**src/rtl/multi_timer.sv**
```systemverilog
//============================================================================
// Module      : multi_timer
// Description : Free-running DIV_W-bit divider shared by NCH programmable
//               timer channels (TIMA/TMA/TAC each), with per-channel
//               overflow interrupt pulses on the CPU register bus.
//               Optional feature macro: MULTI_TIMER_DIV_EVENT_EN adds the
//               div_event output (falling-edge pulse of div[EVT_BIT]).
// Revision    : 1.0 - initial release
//============================================================================
`default_nettype none

module multi_timer #(
    parameter int DIV_W   = 16,
    parameter int NCH     = 2,
    parameter int ADDR_W  = 4,
    parameter int TAP0    = 9,
    parameter int TAP1    = 3,
    parameter int TAP2    = 5,
    parameter int TAP3    = 7,
    parameter int EVT_BIT = 12
) (
    input  logic              clk,
    input  logic              reset,
    input  logic [ADDR_W-1:0] addr,
    input  logic              wr,
    input  logic              rd,
    input  logic [7:0]        din,
    output logic [7:0]        dout,
    output logic [NCH-1:0]    irq,
`ifdef MULTI_TIMER_DIV_EVENT_EN
    output logic              div_event,
`endif
    output logic [DIV_W-1:0]  div
);

    // Channel phases: NORMAL counts, PEND is the cycle after wrap (TIMA=00),
    // LOAD is the cycle after reload where the interrupt is visible.
    localparam logic [1:0] c_st_normal = 2'd0;
    localparam logic [1:0] c_st_pend   = 2'd1;
    localparam logic [1:0] c_st_load   = 2'd2;

    localparam logic [DIV_W-1:0]  c_div_one = DIV_W'(1);
    localparam logic [ADDR_W-1:0] c_addr_div = '0;

    logic [DIV_W-1:0] r_div;
    logic             w_div_wr;

    // Flattened per-channel registers, used by the read mux.
    logic [8*NCH-1:0] w_tima_bus;
    logic [8*NCH-1:0] w_tma_bus;
    logic [3*NCH-1:0] w_tac_bus;

    assign w_div_wr = wr & (addr == c_addr_div);
    assign div      = r_div;

    // Free-running divider; any DIV write clears it regardless of data.
    always_ff @(posedge clk or posedge reset) begin
        if (reset) begin
            r_div <= '0;
        end else if (w_div_wr) begin
            r_div <= '0;
        end else begin
            r_div <= r_div + c_div_one;
        end
    end

    for (genvar k = 0; k < NCH; k++) begin : g_ch
        localparam logic [ADDR_W-1:0] c_a_tima = ADDR_W'(1 + 3*k);
        localparam logic [ADDR_W-1:0] c_a_tma  = ADDR_W'(2 + 3*k);
        localparam logic [ADDR_W-1:0] c_a_tac  = ADDR_W'(3 + 3*k);

        logic [7:0] r_tima;
        logic [7:0] r_tma;
        logic [2:0] r_tac;
        logic [1:0] r_state;
        logic       r_prev_sig;

        logic [7:0] w_tima_nxt;
        logic [1:0] w_state_nxt;
        logic       w_tap;
        logic       w_sig;
        logic       w_tick;
        logic       w_wr_tima;
        logic       w_wr_tma;
        logic       w_wr_tac;

        assign w_wr_tima = wr & (addr == c_a_tima);
        assign w_wr_tma  = wr & (addr == c_a_tma);
        assign w_wr_tac  = wr & (addr == c_a_tac);

        // Divider tap selected by TAC[1:0].
        always_comb begin
            case (r_tac[1:0])
                2'd0:    w_tap = r_div[TAP0];
                2'd1:    w_tap = r_div[TAP1];
                2'd2:    w_tap = r_div[TAP2];
                default: w_tap = r_div[TAP3];
            endcase
        end

        // Falling edge of the gated tap is the increment event; gating with
        // enable means disabling or DIV clears can also fall the signal.
        assign w_sig  = r_tac[2] & w_tap;
        assign w_tick = r_prev_sig & ~w_sig;

        // Previous gated-tap value for the edge detector.
        always_ff @(posedge clk or posedge reset) begin
            if (reset) begin
                r_prev_sig <= 1'b0;
            end else begin
                r_prev_sig <= w_sig;
            end
        end

        // TMA and TAC are plain bus registers, writable in any phase.
        always_ff @(posedge clk or posedge reset) begin
            if (reset) begin
                r_tma <= 8'h00;
                r_tac <= 3'b000;
            end else begin
                if (w_wr_tma) begin
                    r_tma <= din;
                end
                if (w_wr_tac) begin
                    r_tac <= din[2:0];
                end
            end
        end

        // Channel state and counter registers.
        always_ff @(posedge clk or posedge reset) begin
            if (reset) begin
                r_state <= c_st_normal;
                r_tima  <= 8'h00;
            end else begin
                r_state <= w_state_nxt;
                r_tima  <= w_tima_nxt;
            end
        end

        // Next-state and counter update; ticks outside NORMAL are dropped.
        always_comb begin
            w_state_nxt = r_state;
            w_tima_nxt  = r_tima;
            case (r_state)
                c_st_normal: begin
                    if (w_wr_tima) begin
                        w_tima_nxt = din;
                    end else if (w_tick) begin
                        if (r_tima == 8'hFF) begin
                            w_tima_nxt  = 8'h00;
                            w_state_nxt = c_st_pend;
                        end else begin
                            w_tima_nxt = r_tima + 8'd1;
                        end
                    end
                end
                c_st_pend: begin
                    if (w_wr_tima) begin
                        // CPU write cancels the pending reload and interrupt.
                        w_tima_nxt  = din;
                        w_state_nxt = c_st_normal;
                    end else begin
                        // A same-cycle TMA write supplies the reload value.
                        w_tima_nxt  = w_wr_tma ? din : r_tma;
                        w_state_nxt = c_st_load;
                    end
                end
                c_st_load: begin
                    // TIMA writes are ignored here, but TMA writes copy through.
                    if (w_wr_tma) begin
                        w_tima_nxt = din;
                    end
                    w_state_nxt = c_st_normal;
                end
                default: begin
                    w_state_nxt = c_st_normal;
                end
            endcase
        end

        assign irq[k]               = (r_state == c_st_load);
        assign w_tima_bus[8*k +: 8] = r_tima;
        assign w_tma_bus[8*k +: 8]  = r_tma;
        assign w_tac_bus[3*k +: 3]  = r_tac;
    end

    // Read mux; unmapped addresses and rd=0 read as zero.
    always_comb begin
        dout = 8'h00;
        if (rd) begin
            if (addr == c_addr_div) begin
                dout = r_div[DIV_W-1 -: 8];
            end
            for (int k = 0; k < NCH; k++) begin
                if (addr == ADDR_W'(1 + 3*k)) begin
                    dout = w_tima_bus[8*k +: 8];
                end
                if (addr == ADDR_W'(2 + 3*k)) begin
                    dout = w_tma_bus[8*k +: 8];
                end
                if (addr == ADDR_W'(3 + 3*k)) begin
                    dout = {5'b11111, w_tac_bus[3*k +: 3]};
                end
            end
        end
    end

`ifdef MULTI_TIMER_DIV_EVENT_EN
    logic r_evt_prev;

    // Previous divider event bit, so a DIV-write-forced fall also pulses.
    always_ff @(posedge clk or posedge reset) begin
        if (reset) begin
            r_evt_prev <= 1'b0;
        end else begin
            r_evt_prev <= r_div[EVT_BIT];
        end
    end

    assign div_event = r_evt_prev & ~r_div[EVT_BIT];
`endif

endmodule

`default_nettype wire

```
**config.mk**
```make
export PLATFORM = sky130hd
export DESIGN_NAME = multi_timer
export DESIGN_NICKNAME = d
export VERILOG_FILES = /design/src/rtl/multi_timer.sv
export SDC_FILE = /design/constraint.sdc
export NUM_CORES = 1
export LEC_CHECK = 0
export BUFFER_PORTS_ARGS = -buffer_cell sky130_fd_sc_hd__buf_2
export CORE_MARGIN = 2
export CORE_UTILIZATION = 28
export CTS_BUF_LIST = sky130_fd_sc_hd__clkbuf_4 sky130_fd_sc_hd__clkbuf_8 sky130_fd_sc_hd__clkbuf_16
export DETAILED_ROUTE_END_ITERATION = 6
export PLACE_DENSITY_LB_ADDON = 0.25
export SYNTH_ARGS = -nofsm -noshare
export SYNTH_HDL_FRONTEND = slang
export SYNTH_SLANG_ARGS = --single-unit
```
**constraint.sdc**
```tcl
create_clock -name clk -period 3.05 [get_ports clk]
set_input_delay 0.61 -clock clk [delete_from_list [all_inputs] [get_ports clk]]
set_output_delay 0.61 -clock clk [all_outputs]
set_load 0.01 [all_outputs]
```
==> flow_summary_export.csv, run 1 <==
group,metric,value,unit
place,dpl-instance-area,0.00439,sq mm
timing,fin_crit,2.57,ns
cells_and_area,fin_nets,526,
hold_path,min_path_type,"in -> async",
timing,fin_ws,0.482,ns
cts,postCtsSetupBuffers,0,
cts,cts-htree-levels,3,
worst_setup_path,path_cells,"buf_2, buf_4, nand2b_1, o22ai_1, a22oi_1, nor2_1, buf_2",
grt,grt_pass1_vias,3426,
logic_synthesis,netlist_area,0.00395,sq mm
logic_synthesis,yosys_warnings,0,
detailed_routing,drtIter0Drc,267,
worst_setup_path,critical_path.slowest_cell,"buf_2",
cells_and_area,area_growth,18.0,%
worst_setup_path,path_common_cell,"buf_2",
cells_and_area,design_area,0.00466,sq mm
timing,fmax,389,MHz
logic_synthesis,synth.avg_cell_area,8.69,sq um
floorplan,start_util,28.5,%
grt,grt_max_degree,34,
status,status,"finished, final reports clean",
cells_and_area,drive_gt1_share,19.9,%
worst_setup_path,cp-start-kind,"input port",
worst_setup_path,crit_type,"in -> out",
cts,cts_sinks,60,
detailed_routing,firstDrtPassIters,4,
detailed_routing,wl,12.1,mm
cells_and_area,num_antenna_cells,0,
timing,setup_viol,0,
logic_synthesis,synth_seq_cells,60,
floorplan,dieHeight,123,um
cts,clkLatencyLatePin,0.34,ns
timing,slew_viol_final,0,
grt,grtUsageTotal,16.7,%
worst_setup_path,cp-end-kind,"output pin",
timing,rsz0062_at_grt,"false",
timing,period_share,84.2,%
grt,grt_antenna_before_repair,0,
cts,cts-buffers-inserted,9,
logic_synthesis,syn_inst,454,
logic_synthesis,synth_top_area_share,38.1,%
timing,fin_skew,0.00553,ns
worst_setup_path,crit_path_max_incr_delay,0.36,ns
timing,max_slew.worst_pin.slew,0.673,ns
floorplan,fp.coreArea,0.0138,sq mm
grt,grt_pass1_wl,18.9,mm
worst_setup_path,cp_max_fo,24,
cts,cts_resized,0,
logic_synthesis,yosys.area.top_type,"dfrtp_1",
floorplan,die_w,123,um
logic_synthesis,synth_area_leaders,"dfrtp_1, nand2_1, mux2_2, nor2_1, o21ai_0",
detailed_routing,wl_per_cell,17.7,um
timing,setup_tns,0,ns
floorplan,die-area,0.0151,sq mm
cts,cts_buffer_depth,2,
logic_synthesis,synthFlopType,"dfrtp_1",
cells_and_area,mostFrequentLayoutCells,"nand2_1, dfrtp_1, nor2_1",
logic_synthesis,yosysSeqAreaShare,38.1,%
power_and_ir_drop,p_total,3.18,mW
timing,slew_headroom,55.1,%
detailed_routing,vias_per_cell,5.34,
cts,clk_pin_slew,0.05,ns
run,drv_cap,0,
cells_and_area,final_util,33.7,%
logic_synthesis,async_reset_ff_share,100,%
logic_synthesis,synth_cell_types,58,
cts,root_buffer,"clkbuf_16",
place,place_hpwl,9.04,mm
cells_and_area,final_common_cell,"nand2_1",
detailed_routing,vias,3646,
detailed_routing,postRouteAntennaNets,0,
logic_synthesis,synthesis.nets,481,
timing,finalHoldViolations,0,
power_and_ir_drop,powerDensity,683,mW/mm^2
place,gp_congestion,0.908,
floorplan,rows,43,
worst_setup_path,arrival,1.96,ns
power_and_ir_drop,peakVddDrop,0.000381,V
logic_synthesis,synth_edf_count,0,
grt,globalRouteOverflowTotal,0,
power_and_ir_drop,p_leak,2.02,nW
detailed_routing,drc_errors,0,
cts,cts.hold.buffers_added,0,
worst_setup_path,cp_data_required_time,2.44,ns
cts,cts_tree,"done",
place,place_ws,0.436,ns
place,portBuffers,41,
worst_setup_path,cp.buffers_inverters,3,
floorplan,io_pins,42,
worst_setup_path,cpLargestDelayFamily,"buffers and inverters",
[sequential cells by signal (all words and copies together) (netlist names)]
signal / count
g_ch.r_state: 4
g_ch.r_tac: 6
g_ch.r_prev_sig: 2
div: 16
g_ch.r_tma: 16
g_ch.r_tima: 16
[logic make-up (layout without fill, tap and decap cells)]
| group | count (synthesis) | after routing | share of synthesized area, % |
|---|---|---|---|
| AO/OA/AOI/OAI | 127 | 127 | 21.1 |
| XOR/XNOR | 21 | 21 | 4.66 |
| adder cells (fa/ha/maj) | 11 | 11 | 3.49 |
| buffers and inverters | 36 | 85 | 3.84 |
| flip-flops | 60 | 60 | 38.1 |
| multiplexers | 24 | 24 | 7.93 |
| AND/OR/NAND/NOR | 175 | 175 | 20.9 |
[worst reg2reg max path: cells and delay by family (launching register included)]
kind / cells / cell delay [ns]
buffers and inverters: 2 / 0.30
DFF: 1 / 0.39
adders and majority gates: 1 / 0.40
AOI/OAI and AO/OA: 3 / 0.50
and+or+nand+nor: 1 / 0.42
[Yosys cell counts (4+ instances only)]
master and number:
o22ai_1 15, and4_1 7, and3_1 5, nor2_1 50
nand3_1 16, mux4_2 4, a21o_1 4, o21ai_0 36
buf_2 4, a221oi_1 9, clkbuf_1 13, ha_1 11
inv_1 16, xnor2_1 5, o31ai_1 10, xor2_1 16
mux2_2 18, nand2b_1 7, a21oi_1 21, nor2b_1 4
nand4_1 4, dfrtp_1 60, nand2_1 69
[worst paths after layout]
kind                                    start            endpoint  slack (ns)  cells after the start
hold / removal                          reset  g_ch[1].r_state[1]        0.37                      2
hold reg to reg              g_ch[0].r_tma[1]    g_ch[0].r_tma[1]        0.53                      2
setup reg to reg           g_ch[0].r_state[1]   g_ch[0].r_tima[7]        0.88                      7
min in group clk             g_ch[0].r_tma[1]    g_ch[0].r_tma[1]        0.53                      2
max in group asynchronous               reset   g_ch[0].r_tima[5]        2.05                      3
setup / recovery                      addr[0]             dout[0]        0.48                      7
[power breakdown]
part	internal [mW]	switching (mW)	total (mW)	leakage, nW
clock network	0.548	0.367	0.915	0.128
logic	0.433	0.452	0.885	1.13
registers	1.03	0.355	1.38	0.762
[through the flow]
stage	instances	hold slack (ns)
2_1_floorplan	454	0.446
3_3_place_gp	668	0.507
3_5_place_dp	668	0.511
4_1_cts	683	0.386
5_1_grt	683	0.419
6_report	683	0.368
[layout make-up]
type / count / area (sq um)
well taps: 180 / 225
inverters: 16 / 60.1
multi-input cells: 358 / 2290
clock inverters: 5 / 30.0
repair buffers: 54 / 315
flip-flops and latches: 60 / 1500
clock buffers: 10 / 233
fillers: 1428 / 9170
[layer usage]
metal | wire (um) | vias to the layer above | global-route usage [%]
met3 | 755 | 20 | 4.93
met5 | 0 | - | 0
li1 | - | 1736 | -
met2 | 5500 | 115 | 24.3
met4 | 231 | 0 | 6.75
met1 | 5610 | 1775 | 23.1
Power figures use the tool's default switching activity.
==> run 2: changes to the inputs <==
==> constraint.sdc (replaced) <==
create_clock -name clk -period 2.26 [get_ports clk]
set_input_delay 0.452 -clock clk [delete_from_list [all_inputs] [get_ports clk]]
set_output_delay 0.452 -clock clk [all_outputs]
set_load 0.01 [all_outputs]
==> run 2 against run 1 <==
Sequential share of layout area is 1.4 points lower. Worst setup slack worse by 0.37 ns. Global-route usage up 0.28 points. Via count increased by 2.8%. Clock-buffer cell count did not move. First-iteration DRC count grew 24%. Utilization up 1.5 points. Critical path depth is 3 lower. Largest cell class unchanged. Highest routed layer unchanged.
==> flow_summary_export.csv, run 2 (synthesized netlist as in run 1, its figures left out) <==
group,metric,value,unit
timing,setup_tns,0,ns
timing,rsz0062_at_grt,"false",
timing,fin_skew,0.00578,ns
worst_setup_path,path_cells,"mux4_2, a22oi_1, nor2_1, buf_2",
grt,globalRouteOverflowTotal,0,
detailed_routing,wl_per_cell,17.3,um
grt,grt_antenna_before_repair,0,
cts,cts-htree-levels,3,
cells_and_area,area_growth,23.5,%
cts,cts-buffers-inserted,9,
floorplan,die-area,0.0151,sq mm
worst_setup_path,arrival,1.70,ns
worst_setup_path,cp_max_fo,7,
cells_and_area,mostFrequentLayoutCells,"nand2_1, dfrtp_1, nor2_1",
cts,root_buffer,"clkbuf_16",
floorplan,rows,43,
detailed_routing,vias,3749,
timing,finalHoldViolations,0,
cells_and_area,fin_nets,547,
power_and_ir_drop,powerDensity,922,mW/mm^2
floorplan,io_pins,42,
worst_setup_path,cp_data_required_time,1.81,ns
worst_setup_path,cp-end-kind,"output pin",
run,drv_cap,0,
detailed_routing,drc_errors,0,
worst_setup_path,cp-start-kind,"flop",
detailed_routing,wl,12.2,mm
detailed_routing,firstDrtPassIters,5,
cts,cts_buffer_depth,2,
timing,period_share,95.2,%
cells_and_area,final_common_cell,"nand2_1",
floorplan,start_util,28.5,%
cts,clkLatencyLatePin,0.34,ns
timing,fmax,465,MHz
place,place_hpwl,9.21,mm
status,status,"finished, final reports clean",
detailed_routing,postRouteAntennaNets,0,
power_and_ir_drop,peakVddDrop,0.000451,V
cts,cts_tree,"done",
floorplan,fp.coreArea,0.0138,sq mm
grt,grtUsageTotal,17.0,%
cells_and_area,final_util,35.2,%
floorplan,dieHeight,123,um
timing,slew_viol_final,0,
timing,setup_viol,0,
hold_path,min_path_type,"in -> async",
detailed_routing,vias_per_cell,5.32,
grt,grt_pass1_wl,19.3,mm
floorplan,die_w,123,um
worst_setup_path,critical_path.slowest_cell,"mux4_2",
power_and_ir_drop,p_leak,2.14,nW
cells_and_area,num_antenna_cells,0,
cells_and_area,drive_gt1_share,23.4,%
worst_setup_path,crit_type,"reg -> out",
worst_setup_path,crit_path_max_incr_delay,0.50,ns
place,portBuffers,41,
cts,clk_pin_slew,0.06,ns
timing,max_slew.worst_pin.slew,0.395,ns
timing,slew_headroom,73.5,%
detailed_routing,drtIter0Drc,330,
timing,fin_crit,2.15,ns
grt,grt_pass1_vias,3543,
place,gp_congestion,0.903,
worst_setup_path,reg2reg_slack,0.31,ns
cts,cts_sinks,60,
grt,grt_max_degree,38,
[run 2: changes by cell type in the layout (fill, tap and decap cells not counted)]
cell       delta
bufinv_16     +1
buf_12        +1
dfrtp_2       +1
clkinv_4      +1
buf_2         -1
dfrtp_1       -1
clkbuf_8      +1
clkinv_2      -1
buf_4        +20
[run 2: final timing paths]
kind,from,end,cells after the start
min in group clk,din[5],g_ch[0].r_tma[5],3
setup reg to reg,g_ch[0].r_state[0],g_ch[0].r_tima[7],8
max in group asynchronous,reset,g_ch[0].r_tima[4],3
setup / recovery,g_ch[0].r_tima[1],dout[1],4
hold / removal,reset,g_ch[1].r_tma[0],3
hold reg to reg,g_ch[0].r_tma[6],g_ch[0].r_tma[6],2
[run 2: routing by layer]
layer	vias up	part of all wire, %	track usage [%]
li1	1781	-	-
met1	1812	47	24.3
met2	135	44	25.0
met3	21	6.9	3.62
met4	0	2.0	6.25
met5	-	0	0
[run 2: power breakdown]
| part | switching, mW | internal [mW] | total (mW) |
|---|---|---|---|
| sequential | 0.456 | 1.39 | 1.84 |
| combinational | 0.623 | 0.626 | 1.25 |
| clock | 0.519 | 0.880 | 1.40 |
[run 2: cell type report]
| type | instances | area (sq um) |
|---|---|---|
| repair buffers | 75 | 488 |
| well taps | 180 | 225 |
| multi-input cells | 358 | 2290 |
| inverters | 16 | 60.1 |
| clock buffers | 10 | 239 |
| fillers | 1409 | 8960 |
| clock inverters | 6 | 63.8 |
| flip-flops and latches | 60 | 1500 |
[run 2: through the flow]
stage | cell area (sq um) | cells | setup slack (ns) | power [mW] | hold WS (ns)
after global placement | 4560 | 689 | 0.139 | 3.09 | 0.503
after detailed placement | 4560 | 689 | 0.138 | 3.11 | 0.485
after floorplan | 3950 | 454 | 0.182 | 2.58 | 0.446
after global routing | 4870 | 705 | 0.00583 | 4.80 | 0.175
final | 4870 | 705 | 0.108 | 4.49 | 0.153
after CTS | 4870 | 705 | 0.0733 | 4.54 | 0.156
[run 2: repair_timing]
action,CTS,global route
endpoints found under the hold margin,0,0
gates resized for setup,0,2
setup endpoints to repair,0,2
setup buffers,0,0
hold buffers,0,0
[run 2: critical path: cells and delay by family, from the launching register on]
family / cells / cell delay [ns]
mux: 1 / 0.50
buf+inv: 1 / 0.14
flops: 1 / 0.47
compound gates: 1 / 0.17
simple gates: 1 / 0.09
==> run 3: changes to the inputs <==
--- a/config.mk
+++ b/config.mk
@@ -6,8 +6,7 @@
 export NUM_CORES = 1
 export LEC_CHECK = 0
 export BUFFER_PORTS_ARGS = -buffer_cell sky130_fd_sc_hd__buf_2
-export CORE_MARGIN = 2
-export CORE_UTILIZATION = 28
+export CORE_UTILIZATION = 50
 export CTS_BUF_LIST = sky130_fd_sc_hd__clkbuf_4 sky130_fd_sc_hd__clkbuf_8 sky130_fd_sc_hd__clkbuf_16
 export DETAILED_ROUTE_END_ITERATION = 6
 export PLACE_DENSITY_LB_ADDON = 0.25
==> run 3 against run 2 <==
Via count down 0.16%. Clock power down 12%. Utilization up 25 points. Highest routed layer unchanged. Register-to-register slack worse by 0.09 ns. Critical endpoint is now dout[2]. Final cell count down 12%. Final area down 4.5%. Non-clock buffer count down 9. Largest power group unchanged. Combinational power down 4%. Critical path depth unchanged. Sequential share of layout area up 1.5 points. Worst hold slack about the same.
==> flow_summary_export.csv, run 3 (synthesized netlist as in run 1, its figures left out) <==
group,metric,value,unit
status,status,"finished, final reports clean",
worst_setup_path,rr_worst_depth,8,
timing,slew_headroom,60.2,%
timing,fin_crit,2.16,ns
hold_path,min_path_type,"in -> async",
detailed_routing,drc_errors,0,
floorplan,start_util,51.3,%
worst_setup_path,arrival,1.71,ns
grt,grt_antenna_before_repair,0,
grt,grt_pass1_wl,17.9,mm
cells_and_area,fin_nets,538,
worst_setup_path,cpLargestDelayFamily,"multiplexers",
detailed_routing,wl,10.8,mm
worst_setup_path,crit_path_max_incr_delay,0.49,ns
power_and_ir_drop,sw_frac_of_total,36.1,%
cts,cts_sinks,60,
worst_setup_path,cp_max_fo,7,
timing,period_share,95.5,%
detailed_routing,firstDrtPassIters,7,
grt,grtUsageTotal,27.8,%
worst_setup_path,cp-end-kind,"output pin",
cells_and_area,area_growth,17.9,%
worst_setup_path,reg2reg_slack,0.22,ns
cells_and_area,drive_gt1_share,22.3,%
grt,gr-usage-met3,5.39,%
place,place_hpwl,8.07,mm
cts,cts.hold.buffers_added,0,
timing,max_slew.worst_pin.slew,0.596,ns
power_and_ir_drop,p_int,2.73,mW
place,gp_congestion,0.951,
grt,use_met1,38.2,%
timing,fin_skew,0.00855,ns
cells_and_area,final_common_cell,"nand2_1",
cts,cts_resized,0,
worst_setup_path,critical_path.slowest_cell,"mux4_2",
detailed_routing,vias_per_cell,6.06,
power_and_ir_drop,pwr-share-clk,28.6,%
worst_setup_path,path_cells,"mux4_2, a22oi_1, nor2_1, buf_2",
cts,root_buffer,"clkbuf_8",
floorplan,rows,32,
cts,clk_pin_slew,0.08,ns
detailed_routing,wl_per_cell,17.5,um
floorplan,fp.coreArea,0.00769,sq mm
floorplan,die-area,0.00825,sq mm
detailed_routing,vias,3743,
cts,clkLatencyLatePin,0.35,ns
cells_and_area,mostFrequentLayoutCells,"nand2_1, dfrtp_1, nor2_1",
floorplan,die_w,90.8,um
timing,finalHoldViolations,0,
grt,grt.busiest_layer,"met2",
cells_and_area,num_antenna_cells,0,
detailed_routing,postRouteAntennaNets,0,
place,place_ws,0.0175,ns
timing,fin_ws,0.103,ns
power_and_ir_drop,p_leak,2.07,nW
cells_and_area,n_fill_cell,705,
grt,grt_pass1_vias,3501,
worst_setup_path,cp.buffers_inverters,1,
detailed_routing,drtIter0Drc,347,
worst_setup_path,cp-start-kind,"flop",
grt,globalRouteOverflowTotal,0,
timing,setup_viol,0,
power_and_ir_drop,seqPwrFrac,43.2,%
power_and_ir_drop,p_comb_share,28.1,%
worst_setup_path,cp_data_required_time,1.81,ns
cts,cts-buffers-inserted,9,
timing,setup_tns,0,ns
cts,postCtsSetupBuffers,0,
place,portBuffers,41,
cts,cts_buffer_depth,2,
worst_setup_path,crit_type,"reg -> out",
power_and_ir_drop,powerDensity,920,mW/mm^2
timing,slew_viol_final,0,
cells_and_area,stdcell_count,618,
power_and_ir_drop,p_switching,1.55,mW
grt,met2_usage,43.6,%
grt,grt_max_degree,37,
timing,rsz0062_at_grt,"false",
power_and_ir_drop,peakVddDrop,0.000655,V
worst_setup_path,rr_endpoint,"g_ch[0].r_tima[7]",
floorplan,io_pins,42,
place,place_inst,602,
cts,cts-htree-levels,3,
timing,fmax,464,MHz
cts,cts_tree,"done",
run,drv_cap,0,
worst_setup_path,worstReg2RegStart,"g_ch[0].r_state[0]",
floorplan,dieHeight,90.8,um
run 3: cell types whose count changed in the layout (fill, tap and decap cells not counted), moves of 2 or more:
cell / change
clkinv_2: -2
buf_4: -9
clkbuf_16: -9
bufinv_16: +2
clkbuf_8: +8
run 3: stage by stage:
| stage | power, mW | hold WS (ns) | area [sq um] | utilization [%] |
|---|---|---|---|---|
| CTS | 4.29 | 0.168 | 4650 | 60.4 |
| floorplan | 2.58 | 0.446 | 3950 | - |
| detailed placement | 3.05 | 0.493 | 4400 | 57.2 |
| global placement | 3.02 | 0.501 | 4400 | 57.2 |
| finish | 4.28 | 0.153 | 4650 | 60.5 |
| global route | 4.54 | 0.194 | 4650 | 60.5 |
run 3: power by group through the flow:
stage | clock, mW | sequential, mW | combinational (mW)
after floorplan | 0 | 1.74 | 0.841
after global placement | 0 | 1.85 | 1.17
after detailed placement | 0 | 1.85 | 1.20
after CTS | 1.25 | 1.83 | 1.20
after global routing | 1.30 | 1.90 | 1.34
final | 1.23 | 1.85 | 1.20
run 3: how the worst max path moves through the flow:
stage,cells past startpoint,startpoint,end,slack (ns)
detailed placement,7,addr[1],g_ch[1].r_tima[2],0.02
finish,4,g_ch[0].r_tima[2],dout[2],0.10
floorplan,7,addr[1],dout[3],0.18
global route,4,g_ch[0].r_tima[1],dout[1],0.02
CTS,4,g_ch[0].r_tima[0],dout[0],0.07
global placement,7,addr[1],g_ch[1].r_tima[2],0.04
run 3: layout make-up:
| class | count | area [sq um] | area share, % |
|---|---|---|---|
| multi-input cells | 358 | 2290 | 49.3 |
| flip-flops and latches | 60 | 1500 | 32.3 |
| repair buffers | 66 | 418 | 8.99 |
| well taps | 102 | 128 | 2.74 |
| clock buffers | 9 | 124 | 2.66 |
| clock inverters | 7 | 124 | 2.66 |
| inverters | 16 | 60.1 | 1.29 |
run 3: routing by layer:
metal  part of all wire [%]  vias to the layer above
met1                     44                     1754
li1                       -                     1763
met5                      0                        -
met3                    8.5                       22
met2                     46                      204
met4                    1.8                        0
